==> config.mk <==
export PLATFORM = sky130hd
export DESIGN_NAME = am2927_busctl
export DESIGN_NICKNAME = d
export VERILOG_FILES = /design/src/rtl/am2927_busctl.sv
export SDC_FILE = /design/constraint.sdc
export NUM_CORES = 1
export LEC_CHECK = 0
export CORE_AREA = 2 2 39 41
export CTS_CLUSTER_SIZE = 24
export DETAILED_ROUTE_END_ITERATION = 7
export DIE_AREA = 0 0 41 43
export PLACE_DENSITY = 0.69
export SETUP_SLACK_MARGIN = 0.5
export SYNTH_ARGS = -nofsm -noshare
export SYNTH_HDL_FRONTEND = slang
export SYNTH_SLANG_ARGS = --single-unit
==> constraint.sdc <==
create_clock -name cp -period 1.4 [get_ports cp]
set_input_delay 0.21 -clock cp [delete_from_list [all_inputs] [get_ports cp]]
set_output_delay 0.21 -clock cp [all_outputs]
set_load 0.02 [all_outputs]
==> src/rtl/am2927_busctl.sv <==
// am2927_busctl: bus-cycle sequencer driving s/endr_/be_/rle_/oe_ of ganged am2927 transceivers
//
// Ports:
//   cp      clock, rising edge          clr     asynchronous active-high reset
//   wr_req  start write cycle (level)   rd_req  start read cycle (level)
//   bus_rdy bus acknowledge
//   s, endr_, be_, rle_, oe_            am2927 controls (active-low except s)
//   busy    not IDLE                    done    completion pulse
//   err     timeout pulse
//
// Optional feature: define AM2927_BUSCTL_TIMEOUT_EN to abort WDRIVE/RSAMP into TOUT after
// WAIT_MAX wait cycles without bus_rdy. Without it the wait counter is not built and err stays 0.
module am2927_busctl #(
    parameter int CNTW     = 4,
    parameter int WAIT_MAX = 15
) (
    input  logic cp,
    input  logic clr,
    input  logic wr_req,
    input  logic rd_req,
    input  logic bus_rdy,
    output logic s,
    output logic endr_,
    output logic be_,
    output logic rle_,
    output logic oe_,
    output logic busy,
    output logic done,
    output logic err
);
    typedef enum logic [2:0] {IDLE, WLOAD, WDRIVE, WDONE, RSAMP, RHOLD, TOUT} state_t;

    state_t state, nxt;
    logic   yhold, yhold_nxt;
    logic   tmo;

    if (WAIT_MAX < 1 || WAIT_MAX >= 2 ** CNTW) begin : g_bad_param
        $error("am2927_busctl: WAIT_MAX out of range for CNTW");
    end

`ifdef AM2927_BUSCTL_TIMEOUT_EN
    logic [CNTW-1:0] cnt;

    assign tmo = (cnt == CNTW'(WAIT_MAX)) && !bus_rdy;

    // Cleared on any state change, so it reads 0 in the first cycle of WDRIVE/RSAMP.
    always_ff @(posedge cp or posedge clr) begin
        if (clr)
            cnt <= '0;
        else
            cnt <= (nxt != state) ? '0 : (cnt == '1) ? cnt : cnt + 1'b1;
    end
`else
    assign tmo = 1'b0;
`endif

    always_comb begin
        nxt       = state;
        yhold_nxt = yhold;
        case (state)
            IDLE: begin
                if (wr_req || rd_req) yhold_nxt = 1'b0;
                nxt = wr_req ? WLOAD : rd_req ? RSAMP : IDLE;
            end
            WLOAD:   nxt = WDRIVE;
            WDRIVE:  nxt = bus_rdy ? WDONE : tmo ? TOUT : WDRIVE;
            WDONE:   nxt = IDLE;
            RSAMP:   nxt = bus_rdy ? RHOLD : tmo ? TOUT : RSAMP;
            RHOLD: begin
                nxt       = IDLE;
                yhold_nxt = 1'b1;
            end
            default: nxt = IDLE;
        endcase
    end

    // Outputs are decoded from the next state so they register in step with it.
    always_ff @(posedge cp or posedge clr) begin
        if (clr) begin
            state <= IDLE;
            yhold <= 1'b0;
            s     <= 1'b1;
            endr_ <= 1'b1;
            be_   <= 1'b1;
            rle_  <= 1'b1;
            oe_   <= 1'b1;
            busy  <= 1'b0;
            done  <= 1'b0;
            err   <= 1'b0;
        end else begin
            state <= nxt;
            yhold <= yhold_nxt;
            s     <= nxt != WLOAD;
            endr_ <= nxt != WLOAD;
            be_   <= nxt != WDRIVE;
            rle_  <= nxt != RSAMP;
            oe_   <= (nxt == IDLE) ? !yhold_nxt : !(nxt == RSAMP || nxt == RHOLD);
            busy  <= nxt != IDLE;
            done  <= nxt == WDONE || nxt == RHOLD;
            err   <= nxt == TOUT;
        end
    end
endmodule
==> results of run 1 <==
[cell usage in the layout, fill, tap and decap left out, drive strengths merged, types with 2 or more instances in the layout]
cell	n
dfrtp	7
nand2	4
clkdlybuf4s50	3
buf	18
nor2	2
dfstp	4
inv	3
o21ai	2
nand2b	3
clkbuf	4
a21oi	3
[kinds of logic (layout without fill, tap and decap cells)]
family / Yosys count / count (layout) / synth area share (%)
other cells: 1 / 1 / 0.8211
compound gates: 6 / 6 / 7.123
flops: 11 / 11 / 61.37
simple gates: 14 / 14 / 18.08
xor+xnor: 2 / 2 / 3.836
buf+inv: 7 / 29 / 8.765
[report_power, final]
| part | switching, mW | internal (mW) | leakage [nW] |
|---|---|---|---|
| registers | 0.125 | 0.473 | 0.126 |
| logic | 0.391 | 0.468 | 0.205 |
| clock network | 0.0878 | 0.110 | 0.0150 |
[final cells by class]
class	instances	area, um2
fillers	132	651.9
flip-flops and latches	11	284.0
repair buffers	22	211.5
multi-input cells	23	178.9
clock buffers	4	26.28
well taps	16	20.02
inverters	3	11.26
[state kept, by name (all words and copies together) (netlist names)]
register	flops
err	1
busy	1
be_	1
rle_	1
done	1
endr_	1
yhold	1
oe_	1
state	3
[metal layers]
metal,vias up,routed length (um)
met2,10,484
met3,2,35
met4,0,12
met1,158,336
met5,-,0
li1,170,-
[worst max-delay path: stages, from the launching register on]
cell and delay [ns]:
dfrtp_2 0.44, or4_4 0.55, nand2_2 0.08
[path summary, 6_finish.rpt]
| kind | slack [ns] | to | cells past startpoint | start |
|---|---|---|---|---|
| min in group cp | 0.45 | endr_$_DFF_PP1_ | 3 | wr_req |
| setup reg to reg | 0.27 | state[0]$_DFF_PP0_ | 2 | state[0]$_DFF_PP0_ |
| max in group asynchronous | 0.85 | be_$_DFF_PP1_ | 2 | clr |
| hold / removal | 0.23 | busy$_DFF_PP0_ | 2 | clr |
| setup / recovery | 0.27 | state[0]$_DFF_PP0_ | 2 | state[0]$_DFF_PP0_ |
| hold reg to reg | 0.57 | yhold$_DFF_PP0_ | 2 | yhold$_DFF_PP0_ |
[repair_timing]
| item | CTS | global route |
|---|---|---|
| setup buffers | 6 | 3 |
| pin swaps | 2 | 6 |
| endpoints found under the hold margin | 0 | 0 |
| setup endpoints to repair | 17 | 18 |
| resized for setup | 54 | 10 |
[per-stage QoR]
stage / utilization [%] / cells / TNS, ns / setup slack [ns] / hold WS (ns)
after CTS: 49.19 / 76 / 0 / 0.2485 / 0.2466
after global routing: 52.89 / 79 / 0 / 0.2310 / 0.2686
after global placement: 42.13 / 66 / -0.03393 / -0.01852 / 0.5106
final: 52.89 / 79 / 0 / 0.2673 / 0.2349
after floorplan: - / 41 / 0 / 0.2606 / 0.05958
after detailed placement: 42.13 / 66 / -0.05139 / -0.02644 / 0.4984
==> impl_metrics.tcl, run 1 <==
set metrics [dict create \
    cts.sinks 11 \
    finalCritPeriodShare_pct 80.91 \
    startpoint_type "flip-flop" \
    async_flop_share_pct 100.0 \
    place_congestion 0.6674 \
    port_buffers 12 \
    grt_overflow 0 \
    hold_violations 0 \
    yosys-top-cells-area "dfrtp_1 38%, dfstp_2 23%, nand2b_1 4.1%" \
    maxCapViolCount 0 \
    ir_drop_mv 0.8936 \
    syn_nets 46 \
    synth_edf_count 0 \
    ant_nets 0 \
    hold_buffers 0 \
    worstPathMaxFanout 6 \
    grtUsageMet3_pct 3.141 \
    grt_pass1_vias 299 \
    skew_ns 0.002495 \
    drive_gt1_share_pct 61.90 \
    syn-mean-instance-area_um2 11.14 \
    dominantRegCellSynth "dfrtp_1" \
    p_total_mw 1.654 \
    drt_iter0_markers 1 \
    critPathKind "reg2reg" \
    grt_pass1_wl_um 1228 \
    clockBufferDepth 2 \
    drt-vias-per-instance 4.304 \
    num_rows 14 \
    track_usage_pct 11.07 \
    die_area_um2 1763 \
    synth_top_area_share_pct 38.36 \
    cp-end-kind "flip-flop" \
    p_leak_nw 0.3460 \
    clk_latency_ns 0.25 \
    hp-class "in2async" \
    die_x_um 41 \
    synthCells 41 \
    final_net_count 69 \
    antenna_found_initial 0 \
    cts_tree "built" \
    synth_seq_cells 11 \
    rsz0062_at_grt "yes" \
    yosys_warnings 0 \
    dr.pass1.iters 2 \
    avgRoutedWirePerCell_um 10.99 \
    synth_commonest_cells "7 x dfrtp_1, 4 x dfstp_2" \
    max_freq_mhz 882.8 \
    required_ns 1.59 \
    die_y_um 43 \
    final_area_um2 732.0 \
    start_util_pct 33.00 \
    core_um2 1384 \
    areaGrowthSynthToFinish_pct 60.27 \
    via_count 340 \
    cts_root_buffer "clkbuf_4" \
    drt_drc_violations_left 0 \
    setup_viol 0 \
    outcome "finished, final reports clean" \
    powerDensity_nw_per_um2 2259 \
    grt_busiest_layer "met2" \
    cts_buffers 3 \
    ys_seq_area_share_pct 61.37 \
    clk_pin_slew_ns 0.06 \
    period_needed_ns 1.133 \
    met1_usage_pct 12.71 \
    grt_max_degree 12 \
    yosysTopAreaCell "dfrtp_1" \
    io_pins 13 \
    dpl_cell_area_um2 583.1 \
    final_max_slew_viol_count 0 \
    worstPathArrival_ns 1.32 \
    yosysMostFrequentCell "dfrtp_1" \
    synth.distinct_cells 22 \
    syn_area_um2 456.7 \
    grtUsageMet2_pct 16.56 \
    antenna_cells 0 \
    routed_wl_um 868 \
    cts-htree-levels 1 \
]
No activity file was read; power rests on OpenSTA's default activity.
==> run 2, diff against run 1 <==
--- a/config.mk
+++ b/config.mk
@@ -9,7 +9,7 @@
 export CTS_CLUSTER_SIZE = 24
 export DETAILED_ROUTE_END_ITERATION = 7
 export DIE_AREA = 0 0 41 43
-export PLACE_DENSITY = 0.69
+export PLACE_DENSITY = 0.71
 export SETUP_SLACK_MARGIN = 0.5
 export SYNTH_ARGS = -nofsm -noshare
 export SYNTH_HDL_FRONTEND = slang
==> constraint.sdc (replaced) <==
create_clock -name cp -period 1 [get_ports cp]
set_input_delay 0.15 -clock cp [delete_from_list [all_inputs] [get_ports cp]]
set_output_delay 0.15 -clock cp [all_outputs]
set_load 0.02 [all_outputs]
==> run 2 against run 1 <==
Against the previous run: the flow now finishes with violations (negative setup slack); first-iteration DRC count increased to 4.0 times the previous value; sequential share of layout area increased by 2.3 points; global-route usage increased by 0.84 points; critical endpoint unchanged; largest cell class unchanged.
==> impl_metrics.tcl, run 2 (same netlist as run 1, synthesis figures left out) <==
set metrics [dict create \
    outcome "complete, but fails checks" \
    violations "negative setup slack" \
    grt_overflow 0 \
    final_core_util_pct 49.91 \
    internal_power_mw 1.358 \
    hp-class "in2async" \
    cts.sinks 11 \
    pwr-share-clk_pct 13.3 \
    largest_register "state" \
    dpl_cell_area_um2 613.1 \
    cts_tree "built" \
    max_freq_mhz 880.4 \
    start_util_pct 33.00 \
    antenna_found_initial 0 \
    num_rows 14 \
    critPathKind "reg2reg" \
    via_count 323 \
    startpoint_type "flip-flop" \
    worstPathCellList "or4_4 -> nand2_2" \
    final-instance-count-excl-fill 75 \
    die_y_um 43 \
    drt_iter0_markers 4 \
    grt_max_degree 12 \
    antenna_cells 0 \
    dp.cells 69 \
    worstPathMaxFanout 8 \
    final_max_slew_viol_count 0 \
    rsz0062_at_grt "yes" \
    worstPathArrival_ns 1.33 \
    io_pins 13 \
    most-common-layout-cells "9 x buf_6, 5 x buf_4, 4 x dfstp_2, 4 x dfrtp_1" \
    grt_pass1_wl_um 1345 \
    required_ns 1.20 \
    cp-end-kind "flip-flop" \
    largest_reg_flops 3 \
    nFillCells 142 \
    worst_slack_ns -0.1359 \
    setup_viol 12 \
    core_um2 1384 \
    clk_latency_ns 0.26 \
    hold_buffers 0 \
    pwr-share-seq_pct 38.6 \
    cts_root_buffer "clkbuf_4" \
    ir_drop_mv 1.472 \
    powerDensity_nw_per_um2 3092 \
    avgRoutedWirePerCell_um 10.73 \
    cts-htree-levels 1 \
    switchingPower_mw 0.7779 \
    track_usage_pct 11.91 \
    skew_ns 0.0007586 \
    cts_buffers 3 \
    place_congestion 0.7070 \
    swShare_pct 36.42 \
    hold_violations 0 \
    clockBufferDepth 2 \
    die_x_um 41 \
    die_area_um2 1763 \
    dr.pass1.iters 2 \
    port_buffers 12 \
    max_stage_delay_ns 0.55 \
    maxCapViolCount 0 \
    routed_wl_um 805 \
    period_needed_ns 1.136 \
    areaGrowthSynthToFinish_pct 51.23 \
    grt_pass1_vias 342 \
    final_net_count 65 \
    drive_gt1_share_pct 57.63 \
    clk_pin_slew_ns 0.06 \
    critPathSlowestCell "or4_4" \
    p_leak_nw 0.3197 \
    final_common_cell "buf_6" \
    finalCritPeriodShare_pct 113.6 \
    drt_drc_violations_left 0 \
    dp_hpwl_um 558.3 \
    final_area_um2 690.7 \
    p_comb_share_pct 48.1 \
    ant_nets 0 \
    drt-vias-per-instance 4.307 \
]
[run 2: power groups by stage]
stage               Combinational, mW  Clock [mW]  Sequential, mW
floorplan                       0.592           0           0.832
global placement                0.883           0           0.778
detailed placement              0.899           0           0.786
CTS                             0.986       0.302           0.807
global route                     1.12       0.320           0.848
finish                           1.03       0.284           0.824
[run 2: worst max-delay path, delay by kind of cell, from the launching register on]
family | cells | cell delay [ns]
AND/OR/NAND/NOR | 2 | 0.62
flip-flops | 1 | 0.46
[run 2: path summary, 6_finish.rpt]
kind / startpoint / endpoint / slack (ns) / cells after the start
min reg2reg: yhold$_DFF_PP0_ / yhold$_DFF_PP0_ / 0.55 / 2
min: clr / err$_DFF_PP0_ / 0.17 / 2
max reg2reg: state[0]$_DFF_PP0_ / state[0]$_DFF_PP0_ / -0.14 / 2
max in group asynchronous: clr / be_$_DFF_PP1_ / 0.58 / 2
min in group cp: wr_req / endr_$_DFF_PP1_ / 0.37 / 3
max: state[0]$_DFF_PP0_ / state[0]$_DFF_PP0_ / -0.14 / 2
[run 2: cell type report]
cell class / count / area [um2] / area share, %
clock buffers: 4 / 26.28 / 3.804
flip-flops and latches: 11 / 284.0 / 41.12
multi-input cells: 23 / 167.7 / 24.28
repair buffers: 18 / 177.7 / 25.72
inverters: 3 / 15.01 / 2.174
well taps: 16 / 20.02 / 2.899
[run 2: stage by stage]
stage	setup WS (ns)	hold slack, ns	TNS, ns	total power, mW
4_1_cts	-0.1272	0.1633	-0.9168	2.095
6_report	-0.1359	0.1736	-0.9657	2.136
3_3_place_gp	-0.3601	0.4518	-3.404	1.661
2_1_floorplan	-0.1394	-0.0004241	-0.4878	1.424
3_5_place_dp	-0.3663	0.4615	-3.502	1.685
5_1_grt	-0.2062	0.1896	-1.623	2.289
[run 2: repair_timing]
action,4_1_cts,5_1_grt
buffers inserted,2,0
resized for setup,54,5
endpoints found under the hold margin,0,0
pin swaps,3,0
endpoints found under the setup margin,20,18
[run 2: routing by layer]
layer  routed length [um]  GRT usage (%)
met5                    0              0
met4                    0          4.000
met3                   47          7.853
met2                  450          16.88
met1                  307          14.19
